[config.mk]
export PLATFORM = sky130hd
export DESIGN_NAME = posit_decode_pipe_flat
export DESIGN_NICKNAME = d
export VERILOG_FILES = /design/src/rtl/posit_pkg.sv /design/src/rtl/posit_decode_pipe_if.sv /design/src/rtl/posit_regime_lzd.sv /design/src/rtl/posit_decode_pipe.sv /design/src/flat_wrapper.sv
export SDC_FILE = /design/constraint.sdc
export NUM_CORES = 1
export LEC_CHECK = 0
export BUFFER_PORTS_ARGS = -buffer_cell sky130_fd_sc_hd__clkbuf_2
export CAP_MARGIN = 20
export CORE_MARGIN = 1
export CORE_UTILIZATION = 35
export DETAILED_ROUTE_END_ITERATION = 16
export GPL_TIMING_DRIVEN = 0
export HOLD_SLACK_MARGIN = 0.02
export SYNTH_ARGS = -nofsm -noshare
export SYNTH_HDL_FRONTEND = slang
export SYNTH_SLANG_ARGS = --single-unit
[constraint.sdc]
create_clock -name clk -period 4.3 [get_ports clk]
set_input_delay 0 -clock clk [delete_from_list [all_inputs] [get_ports clk]]
set_output_delay 0 -clock clk [all_outputs]
set_load 0.005 [all_outputs]
[src/rtl/posit_pkg.sv]
// rtl/posit_pkg.sv - shared widths, helpers and field record for the posit decoder
package posit_pkg;

  localparam int POSIT_N  = 32;
  localparam int POSIT_ES = 2;

  function automatic int posit_rs_w(input int n);
    return $clog2(n);
  endfunction

  // A zero-width exponent still gets a 1-bit port that is tied low.
  function automatic int posit_exp_w(input int es);
    return (es > 0) ? es : 1;
  endfunction

  function automatic int posit_scale_w(input int n, input int es);
    return $clog2(n) + es + 1;
  endfunction

  localparam int POSIT_RS = posit_rs_w(POSIT_N);
  localparam int POSIT_EW = posit_exp_w(POSIT_ES);
  localparam int POSIT_SW = posit_scale_w(POSIT_N, POSIT_ES);

  typedef struct packed {
    logic                sign;
    logic [POSIT_RS:0]   k;
    logic [POSIT_EW-1:0] exp;
    logic [POSIT_SW-1:0] scale;
    logic [POSIT_N-1:0]  mant;
    logic                nar;
    logic                zero;
  } posit_fields_t;

endpackage

[src/rtl/posit_decode_pipe_if.sv]
// rtl/posit_decode_pipe_if.sv - operand stream in, decoded field stream out
interface posit_decode_pipe_if
  import posit_pkg::*;
#(
  parameter int N  = POSIT_N,
  parameter int ES = POSIT_ES
);
  localparam int RS = posit_rs_w(N);
  localparam int EW = posit_exp_w(ES);
  localparam int SW = posit_scale_w(N, ES);

  logic          in_valid;
  logic          in_ready;
  logic [N-1:0]  in_data;
  logic          out_valid;
  logic          out_ready;
  logic          out_sign;
  logic [RS:0]   out_k;
  logic [EW-1:0] out_exp;
  logic [SW-1:0] out_scale;
  logic [N-1:0]  out_mant;
  logic          out_nar;
  logic          out_zero;

  modport slave (
    input  in_valid, in_data, out_ready,
    output in_ready, out_valid, out_sign, out_k, out_exp, out_scale, out_mant, out_nar, out_zero
  );

  modport master (
    output in_valid, in_data, out_ready,
    input  in_ready, out_valid, out_sign, out_k, out_exp, out_scale, out_mant, out_nar, out_zero
  );
endinterface

[src/rtl/posit_regime_lzd.sv]
// rtl/posit_regime_lzd.sv - leading-run counter giving regime polarity and run length
module posit_regime_lzd #(
  parameter  int N  = 32,
  localparam int RS = $clog2(N)
) (
  input  logic [N-2:0]  bits,
  output logic          pol,
  output logic [RS-1:0] run
);
  logic done;

  always_comb begin
    pol  = bits[N-2];
    run  = '0;
    done = 1'b0;
    for (int i = N - 2; i >= 0; i--) begin
      if (!done && (bits[i] == pol)) run = run + RS'(1);
      else                           done = 1'b1;
    end
  end
endmodule

[src/rtl/posit_decode_pipe.sv]
// rtl/posit_decode_pipe.sv - two-stage valid/ready posit field decoder
module posit_decode_pipe
  import posit_pkg::*;
#(
  parameter int N  = POSIT_N,
  parameter int ES = POSIT_ES
) (
  input  logic                clk,
  input  logic                rst,
  posit_decode_pipe_if.slave  bus
);
  localparam int RS = posit_rs_w(N);
  localparam int EW = posit_exp_w(ES);
  localparam int SW = posit_scale_w(N, ES);

  typedef struct packed {
    logic          sign;
    logic          nar;
    logic          zero;
    logic          r0;
    logic [RS-1:0] m;
    logic [N-2:0]  rem;
  } s1_t;

  typedef struct packed {
    logic          sign;
    logic [RS:0]   k;
    logic [EW-1:0] exp;
    logic [SW-1:0] scale;
    logic [N-1:0]  mant;
    logic          nar;
    logic          zero;
  } fields_t;

  logic    v1_q, v1_d, v2_q, v2_d;
  s1_t     s1_q, s1_d, s1_in;
  fields_t f2_q, f2_d, f2_calc;
  logic    ready_s1, ready_s2;

  logic [N-2:0]     body;
  logic             r0_in;
  logic [RS-1:0]    m_in;
  logic [RS:0]      sh;
  logic [N-2:0]     shifted;
  logic [RS:0]      k_u;
  logic signed [RS:0]   k_s;
  logic signed [SW-1:0] k_ext;
  logic [EW-1:0]    exp_calc;

  // Stage 1: sign split, two's-complement magnitude, regime run length.
  assign body = bus.in_data[N-2:0];

  always_comb begin
    s1_in      = '0;
    s1_in.sign = bus.in_data[N-1];
    s1_in.nar  = bus.in_data[N-1] && (body == '0);
    s1_in.zero = !bus.in_data[N-1] && (body == '0);
    s1_in.rem  = bus.in_data[N-1] ? (~body + 1'b1) : body;
    s1_in.r0   = r0_in;
    s1_in.m    = m_in;
  end

  posit_regime_lzd #(.N(N)) u_lzd (
    .bits (s1_in.rem),
    .pol  (r0_in),
    .run  (m_in)
  );

  // Stage 2: drop regime run plus terminator; a saturated run shifts everything out.
  assign sh      = {1'b0, s1_q.m} + (RS+1)'(1);
  assign shifted = s1_q.rem << sh;
  assign k_u     = s1_q.r0 ? ({1'b0, s1_q.m} - (RS+1)'(1)) : ((RS+1)'(0) - {1'b0, s1_q.m});
  assign k_s     = k_u;
  assign k_ext   = SW'(k_s);

  if (ES > 0) begin : g_exp
    assign exp_calc = shifted[N-2 -: EW];
  end else begin : g_no_exp
    assign exp_calc = 1'b0;
  end

  always_comb begin
    f2_calc      = '0;
    f2_calc.sign = s1_q.sign;
    f2_calc.nar  = s1_q.nar;
    f2_calc.zero = s1_q.zero;
    if (!(s1_q.nar || s1_q.zero)) begin
      f2_calc.k     = k_u;
      f2_calc.exp   = exp_calc;
      f2_calc.scale = SW'(k_ext <<< ES) + SW'(exp_calc);
      f2_calc.mant  = {1'b1, shifted << ES};
    end
  end

  always_comb begin
    ready_s2 = !v2_q || bus.out_ready;
    ready_s1 = !v1_q || ready_s2;
    v1_d     = v1_q;
    v2_d     = v2_q;
    s1_d     = s1_q;
    f2_d     = f2_q;
    if (ready_s1) v1_d = bus.in_valid;
    if (ready_s1 && bus.in_valid) s1_d = s1_in;
    if (ready_s2) v2_d = v1_q;
    if (ready_s2 && v1_q) f2_d = f2_calc;
  end

  always_ff @(posedge clk or posedge rst) begin
    if (rst) begin
      v1_q <= 1'b0;
      v2_q <= 1'b0;
      s1_q <= '0;
      f2_q <= '0;
    end else begin
      v1_q <= v1_d;
      v2_q <= v2_d;
      s1_q <= s1_d;
      f2_q <= f2_d;
    end
  end

  assign bus.in_ready  = ready_s1;
  assign bus.out_valid = v2_q;
  assign bus.out_sign  = f2_q.sign;
  assign bus.out_k     = f2_q.k;
  assign bus.out_exp   = f2_q.exp;
  assign bus.out_scale = f2_q.scale;
  assign bus.out_mant  = f2_q.mant;
  assign bus.out_nar   = f2_q.nar;
  assign bus.out_zero  = f2_q.zero;
endmodule

[src/flat_wrapper.sv]
// flat-port wrapper written by rule: the top's interface ports become plain ports
module posit_decode_pipe_flat import posit_pkg::*;
#(
  parameter int N  = POSIT_N,
  parameter int ES = POSIT_ES
)
  (clk, rst, bus_in_valid, bus_in_data, bus_out_ready, bus_in_ready, bus_out_valid, bus_out_sign, bus_out_k, bus_out_exp, bus_out_scale, bus_out_mant, bus_out_nar, bus_out_zero);
  posit_decode_pipe_if #(.N(N), .ES(ES)) bus_i ();
  input  logic clk;
  input  logic rst;
  input wire logic [$bits(bus_i.in_valid)-1:0] bus_in_valid;
  input wire logic [$bits(bus_i.in_data)-1:0] bus_in_data;
  input wire logic [$bits(bus_i.out_ready)-1:0] bus_out_ready;
  output wire logic [$bits(bus_i.in_ready)-1:0] bus_in_ready;
  output wire logic [$bits(bus_i.out_valid)-1:0] bus_out_valid;
  output wire logic [$bits(bus_i.out_sign)-1:0] bus_out_sign;
  output wire logic [$bits(bus_i.out_k)-1:0] bus_out_k;
  output wire logic [$bits(bus_i.out_exp)-1:0] bus_out_exp;
  output wire logic [$bits(bus_i.out_scale)-1:0] bus_out_scale;
  output wire logic [$bits(bus_i.out_mant)-1:0] bus_out_mant;
  output wire logic [$bits(bus_i.out_nar)-1:0] bus_out_nar;
  output wire logic [$bits(bus_i.out_zero)-1:0] bus_out_zero;
  assign bus_i.in_valid = bus_in_valid;
  assign bus_i.in_data = bus_in_data;
  assign bus_i.out_ready = bus_out_ready;
  assign bus_in_ready = bus_i.in_ready;
  assign bus_out_valid = bus_i.out_valid;
  assign bus_out_sign = bus_i.out_sign;
  assign bus_out_k = bus_i.out_k;
  assign bus_out_exp = bus_i.out_exp;
  assign bus_out_scale = bus_i.out_scale;
  assign bus_out_mant = bus_i.out_mant;
  assign bus_out_nar = bus_i.out_nar;
  assign bus_out_zero = bus_i.out_zero;
  posit_decode_pipe #(.N(N), .ES(ES)) u_core (.clk(clk), .rst(rst), .bus(bus_i));
endmodule
==> impl_metrics.env, run 1 <==
export IMPL_layout_min_cycle_time_ps=12680
export IMPL_die_area_um2=28100
export IMPL_gp_congestion=0.955
export IMPL_async_flop_share_pct=100
export IMPL_drt_iter0_drc=631
export IMPL_synth_common_cells="nand2_1, o21ai_0, nor2_1, dfrtp_1, xnor2_1"
export IMPL_rsz0062_at_grt="true"
export IMPL_grt_pass1_wl_mm=49.1
export IMPL_cp_arrival_ps=12950
export IMPL_dp_hpwl_mm=23.3
export IMPL_hp_class="in -> reg"
export IMPL_clkLatencyLatePin_ps=340
export IMPL_min_period_over_period_pct=295
export IMPL_p_leak_uw=0.00511
export IMPL_htree_levels=3
export IMPL_cp_data_required_time_ps=4570
export IMPL_post_dp_cell_area_um2=10700
export IMPL_violations="setup timing"
export IMPL_ys_flop_type="dfrtp_1"
export IMPL_wl_mm=30.2
export IMPL_core_um2=27000
export IMPL_clkTransAtPathRegs_ps=60
export IMPL_synth_most_common_cell="nand2_1"
export IMPL_rows=60
export IMPL_start_util_pct=35.6
export IMPL_fin_nets=1420
export IMPL_path_common_cell="ha_4"
export IMPL_intPower_uw=2620
export IMPL_path_class="in -> reg"
export IMPL_synth_cell_types=99
export IMPL_grt_max_degree=50
export IMPL_numCtsBuffers=9
export IMPL_endpoint_kind="register"
export IMPL_comb_power_share_pct=59.0
export IMPL_num_vias=9616
export IMPL_worstRegToRegCells=11
export IMPL_synth_area_top_cells="dfrtp_1, nand2_1, xnor2_1, o21ai_0, mux2i_1"
export IMPL_power_density_nw_per_um2=369
export IMPL_synth_edff_count=0
export IMPL_cts_tree="done"
export IMPL_yosys_warnings=0
export IMPL_post_drt_via_cell_ratio=5.65
export IMPL_irDropWorstVdd_mv=0.264
export IMPL_syn_area_um2=9610
export IMPL_area_delta_synth_final_pct=27.0
export IMPL_status="finished with violations"
export IMPL_placed_cells=1606
export IMPL_ys_seq_area_share_pct=21.4
export IMPL_netlist_area_leader_share_pct=21.4
export IMPL_p_clk_share_pct=15.7
export IMPL_drv_cap=0
export IMPL_timing_rr_end="u_core.bus.out_scale[1]"
export IMPL_drc_errors=0
export IMPL_die_h_um=168
export IMPL_finalMaxSlewViolations=0
export IMPL_ff2ff_setup_slack_ps=390
export IMPL_ios=89
export IMPL_cts_root_buf="clkbuf_16"
export IMPL_seqPwrFrac_pct=25.3
export IMPL_max_freq_ghz=0.0789
export IMPL_worst_pin_slew_ps=917
export IMPL_holdPathEnd="u_core.f2_calc[0]"
export IMPL_wl_per_cell_um=17.7
export IMPL_ant_nets=0
export IMPL_port_buffers=83
export IMPL_total_power_uw=4500
export IMPL_ys_ff_latch=82
export IMPL_worst_slack_ps=-8380
export IMPL_synth_largest_area_cell="dfrtp_1"
export IMPL_drive_gt1_share_pct=28.6
export IMPL_overflow=0
export IMPL_finalNonFillerCells=1702
export IMPL_hold_start="bus_in_data[29]"
export IMPL_antenna_found_initial=1
export IMPL_dr_pass1_iters=5
export IMPL_die_w_um=168
export IMPL_max_stage_delay_ps=530
export IMPL_critPathMaxFanout=10
export IMPL_switching_share_pct=41.8
export IMPL_setup_viol_count_final=5
export IMPL_reg2reg_from="u_core.s1_q[31]"
export IMPL_skew_ps=7.06
export IMPL_slowest_stage="or4_4"
export IMPL_clock_sinks=82
export IMPL_final_hold_viol_count=0
export IMPL_syn_inst=1179
export IMPL_hold_depth=4
export IMPL_track_usage_pct=21.5
export IMPL_syn_avg_cell_area_um2=8.15
export IMPL_grt_pass1_vias=9432
export IMPL_crit_path_start_kind="input pin"
export IMPL_slew_headroom_pct=38.4
export IMPL_clockBufferDepth=2
export IMPL_fin_area_um2=12200
export IMPL_switching_power_uw=1880
==> logic make-up (layout without fill, tap and decap cells) <==
family | Yosys count | count (layout) | share of synthesized area [%]
AOI/OAI and AO/OA | 301 | 301 | 22.5
xor gates and xnor gates | 110 | 110 | 12.4
adders and majority gates | 39 | 39 | 4.82
buffers and inverters | 106 | 286 | 4.83
DFF | 82 | 82 | 21.4
muxes | 71 | 71 | 9.73
other | 1 | 3 | 0.0390
and+or+nand+nor | 469 | 469 | 24.3
==> cells in the final DEF (no fill, tap or decap), types with 11 or more instances in the layout <==
| cell | synthesis | layout |
|---|---|---|
| a211oi_1 | 19 | 16 |
| nand2b_1 | 16 | 14 |
| a22o_1 | 11 | 11 |
| xnor2_1 | 58 | 51 |
| mux2i_1 | 38 | 35 |
| nand2_1 | 173 | 158 |
| and3_1 | 13 | 11 |
| xor2_1 | 33 | 31 |
| nor2b_1 | 13 | 13 |
| nor2_1 | 86 | 78 |
| mux2_2 | 16 | 12 |
| and2_1 | 21 | 19 |
| clkbuf_2 | 0 | 84 |
| nor3_1 | 29 | 28 |
| o21ai_1 | 4 | 11 |
| buf_4 | 10 | 84 |
| dfrtp_1 | 82 | 82 |
| nand2_2 | 0 | 12 |
| mux4_2 | 16 | 16 |
| ha_1 | 29 | 14 |
| clkbuf_1 | 46 | 42 |
| inv_1 | 33 | 31 |
| or3_1 | 13 | 13 |
| nand3_1 | 35 | 33 |
| o21ai_0 | 94 | 80 |
| a21oi_1 | 45 | 36 |
| nand4_1 | 11 | 11 |
| ha_4 | 0 | 14 |
| a221o_1 | 12 | 12 |
==> per-stage QoR <==
stage / hold slack (ps) / setup WS [ps] / TNS (ps) / util, %
final: 72.8 / -8380 / -31810 / 45.3
after global routing: 105 / -9040 / -34450 / 45.3
after CTS: 67.6 / -8150 / -31700 / 43.8
after detailed placement: 36.7 / -10180 / -46360 / 39.7
after global placement: 227 / -10040 / -45140 / 39.6
after floorplan: 108 / -8200 / -31060 / -
==> power groups by stage <==
stage | clock network [µW] | registers (µW) | logic, µW
after global routing | 752 | 1170 | 2910
after global placement | 0 | 1150 | 2280
after CTS | 724 | 1140 | 2520
final | 707 | 1140 | 2660
after detailed placement | 0 | 1150 | 2300
after floorplan | 0 | 1130 | 1630
==> repair_timing <==
action | CTS | global route
pin swaps | 51 | 35
gates resized for setup | 72 | 65
hold buffers | 5 | 0
buffers inserted | 60 | 20
setup endpoints to repair | 31 | 7
endpoints found under the hold margin | 38 | 0
==> critical path, delay by kind of cell <==
family / cells / cell delay [ps]
fa+ha+maj: 13 / 3200
compound gates: 21 / 3550
mux: 7 / 1420
simple gates: 21 / 3350
buf+inv: 7 / 1010
xor+xnor: 2 / 380
==> layer usage <==
layer | up-vias | GRT usage (%) | routed length [µm]
met5 | - | 0 | 0
met1 | 4609 | 27.9 | 13700
met2 | 260 | 36.4 | 14200
met4 | 0 | 9.81 | 1140
met3 | 68 | 1.47 | 1120
li1 | 4679 | - | -
==> area by class of cell <==
class / instances / area (µm²)
Fill cell: 2669 / 14800
Sequential cell: 82 / 2050
Multi-Input combinational cell: 992 / 7810
Buffer: 70 / 390
Antenna cell: 1 / 2.50
Tap cell: 341 / 427
Inverter: 35 / 134
Clock inverter: 5 / 30.0
Clock buffer: 11 / 243
Timing Repair Buffer: 165 / 1110
==> state kept, by name, indices dropped and copies added (netlist names) <==
| name | flops |
|---|---|
| u_core.bus.out_scale | 8 |
| u_core.bus.out_sign | 1 |
| u_core.v1_q | 1 |
| u_core.bus.out_zero | 1 |
| u_core.s1_q | 36 |
| u_core.bus.out_nar | 1 |
| u_core.bus.out_valid | 1 |
| u_core.bus.out_mant | 30 |
| u_core.f2_calc | 3 |
==> worst max path at each step <==
stage                    startpoint              end  cells past startpoint  slack, ps
floorplan           bus_in_data[17]  u_core.s1_q[35]                     69      -8200
global placement     bus_in_data[9]  u_core.s1_q[35]                     72     -10040
detailed placement   bus_in_data[0]  u_core.s1_q[35]                     74     -10180
CTS                 bus_in_data[17]  u_core.s1_q[35]                     71      -8150
global route        bus_in_data[17]  u_core.s1_q[35]                     70      -9040
finish              bus_in_data[18]  u_core.s1_q[35]                     71      -8380
Note: power is estimated with default switching activity, not from simulation.
==> run 2, diff against run 1 <==
CORE_ASPECT_RATIO = 1.75   (was default)
SKIP_LAST_GASP = 1   (was default)
==> run 2 against run 1 <==
- the run still ends with setup timing left
- first-iteration DRC count fell by 26%
- via count fell by 0.22%
- critical path depth rose by 2
- non-clock buffer count fell by 13
- sequential share of layout area rose by 0.071 points
- worst hold slack got worse by 44 ps
- count of clock-buffer cells in the layout did not move
- combinational power barely moved
- clock skew rose by 2.5 ps
- setup slack got worse by 160 ps
- critical path type unchanged
- largest power group unchanged
==> impl_metrics.env, run 2 (synthesized netlist as in run 1, its figures left out) <==
export IMPL_path_class="in -> reg"
export IMPL_critPathLaunch="bus_in_data[19]"
export IMPL_die_area_um2=28100
export IMPL_irDropWorstVdd_mv=0.241
export IMPL_wl_mm=32.9
export IMPL_hold_start="bus_in_data[0]"
export IMPL_post_drt_via_cell_ratio=5.61
export IMPL_slew_headroom_pct=27.5
export IMPL_max_freq_ghz=0.0779
export IMPL_cts_tree="done"
export IMPL_antenna_cells=0
export IMPL_area_delta_synth_final_pct=26.4
export IMPL_worst_pin_slew_ps=1080
export IMPL_top_register="u_core.s1_q"
export IMPL_path_common_cell="ha_4"
export IMPL_crit_path_start_kind="input pin"
export IMPL_drt_iter0_drc=466
export IMPL_pre_cts_slack_ps=-10580
export IMPL_endpoint_kind="register"
export IMPL_ff2ff_setup_slack_ps=260
export IMPL_ant_nets=0
export IMPL_wl_per_cell_um=19.2
export IMPL_dr_pass1_iters=5
export IMPL_fin_nets=1407
export IMPL_clockBufferDepth=2
export IMPL_ios=89
export IMPL_core_um2=26800
export IMPL_cp_data_required_time_ps=4570
export IMPL_overflow=0
export IMPL_hp_class="in -> reg"
export IMPL_start_util_pct=35.9
export IMPL_worst_slack_ps=-8540
export IMPL_clkTransAtPathRegs_ps=60
export IMPL_finalMaxSlewViolations=0
export IMPL_skew_ps=9.58
export IMPL_drc_errors=0
export IMPL_setup_viol_count_final=5
export IMPL_die_h_um=221
export IMPL_clock_sinks=82
export IMPL_layout_min_cycle_time_ps=12840
export IMPL_rsz0062_at_grt="true"
export IMPL_cp_arrival_ps=13110
export IMPL_largest_reg_flops=36
export IMPL_antenna_found_initial=0
export IMPL_drive_gt1_share_pct=27.9
export IMPL_min_period_over_period_pct=299
export IMPL_final_common_cell="nand2_1"
export IMPL_grt_pass1_wl_mm=52.1
export IMPL_track_usage_pct=23.9
export IMPL_hold_ws_ps=28.7
export IMPL_status="finished with violations"
export IMPL_reg2reg_from="u_core.s1_q[31]"
export IMPL_port_buffers=83
export IMPL_layout_common_cells="nand2_1, clkbuf_2, o21ai_0"
export IMPL_numCtsBuffers=9
export IMPL_slowest_stage="or4_4"
export IMPL_fin_area_um2=12100
export IMPL_violations="setup timing"
export IMPL_grt_max_degree=73
export IMPL_total_power_uw=4560
export IMPL_final_hold_viol_count=0
export IMPL_die_w_um=127
export IMPL_htree_levels=3
export IMPL_post_dp_cell_area_um2=10700
export IMPL_rows=79
export IMPL_num_vias=9595
export IMPL_cts_root_buf="clkbuf_16"
export IMPL_gp_congestion=0.972
export IMPL_grt_pass1_vias=9665
export IMPL_drv_cap=0
export IMPL_critPathMaxFanout=5
export IMPL_max_stage_delay_ps=560
export IMPL_nFillCells=2672
export IMPL_dp_hpwl_mm=26.2
export IMPL_fin_setup_tns_ps=-32970
export IMPL_power_density_nw_per_um2=375
export IMPL_clkLatencyLatePin_ps=350
export IMPL_p_leak_uw=0.00505
-- run 2: cell count changes in the layout (fill, tap and decap cells not counted), moves of 2 or more --
cell      change
buf_4        -15
clkbuf_8      -2
nand2_2       -2
nand2_1       +3
buf_6         +6
clkinv_2      -3
clkbuf_2      +2
ha_1          -2
o21ai_0       +3
o21ai_1       -3
and3_4        +2
ha_2          +2
-- run 2: per-stage QoR --
stage,util [%],cells
after floorplan,-,1180
after global placement,39.9,1627
after detailed placement,40.0,1628
after CTS,44.4,1696
after global routing,45.3,1711
final,45.3,1711
-- run 2: area by class of cell --
class / instances / area [µm²] / area share, %
plain buffers: 70 / 379 / 3.12
multi-input cells: 992 / 7810 / 64.3
well taps: 364 / 455 / 3.75
clock inverters: 5 / 61.3 / 0.505
flip-flops and latches: 82 / 2050 / 16.9
clock buffers: 11 / 243 / 2.00
inverters: 35 / 134 / 1.10
repair buffers: 152 / 1010 / 8.33
-- run 2: worst max-delay path: cells and delay by family --
kind / cells / cell delay (ps)
adders and majority gates: 13 / 3370
and+or+nand+nor: 17 / 3280
AOI/OAI and AO/OA: 20 / 3210
buffers and inverters: 16 / 1690
muxes: 5 / 1140
xor gates and xnor gates: 2 / 410
-- run 2: final timing paths --
| check | endpoint | depth (start not counted) |
|---|---|---|
| max | u_core.s1_q[35] | 73 |
| min | u_core.s1_q[0] | 3 |
| max reg2reg | u_core.bus.out_scale[1] | 11 |
| min reg2reg | u_core.f2_calc[50] | 2 |
| max in group asynchronous | u_core.s1_q[2] | 4 |
| min in group asynchronous | u_core.bus.out_zero | 3 |
-- run 2: what timing repair did --
action | CTS | global route
endpoints found under the hold margin | 86 | 0
hold buffers | 4 | 0
buffers inserted | 50 | 15
gates resized for setup | 97 | 31
setup endpoints to repair | 36 | 8
pin swaps | 55 | 43
gates cloned | 0 | 0
-- run 2: routing by layer --
layer,share of wire (%),track usage (%),vias to the layer above
met5,0,0,-
met4,8.7,19.7,0
met3,2.9,2.64,118
met2,54,45.2,268
met1,35,22.7,4566
li1,-,-,4643
-- run 2: report_power, final --
part           internal (µW)  switching (µW)  leakage, µW  total (µW)
clock                    467             314     0.000138         781
combinational           1200            1440      0.00389        2640
sequential               983             155      0.00102        1140
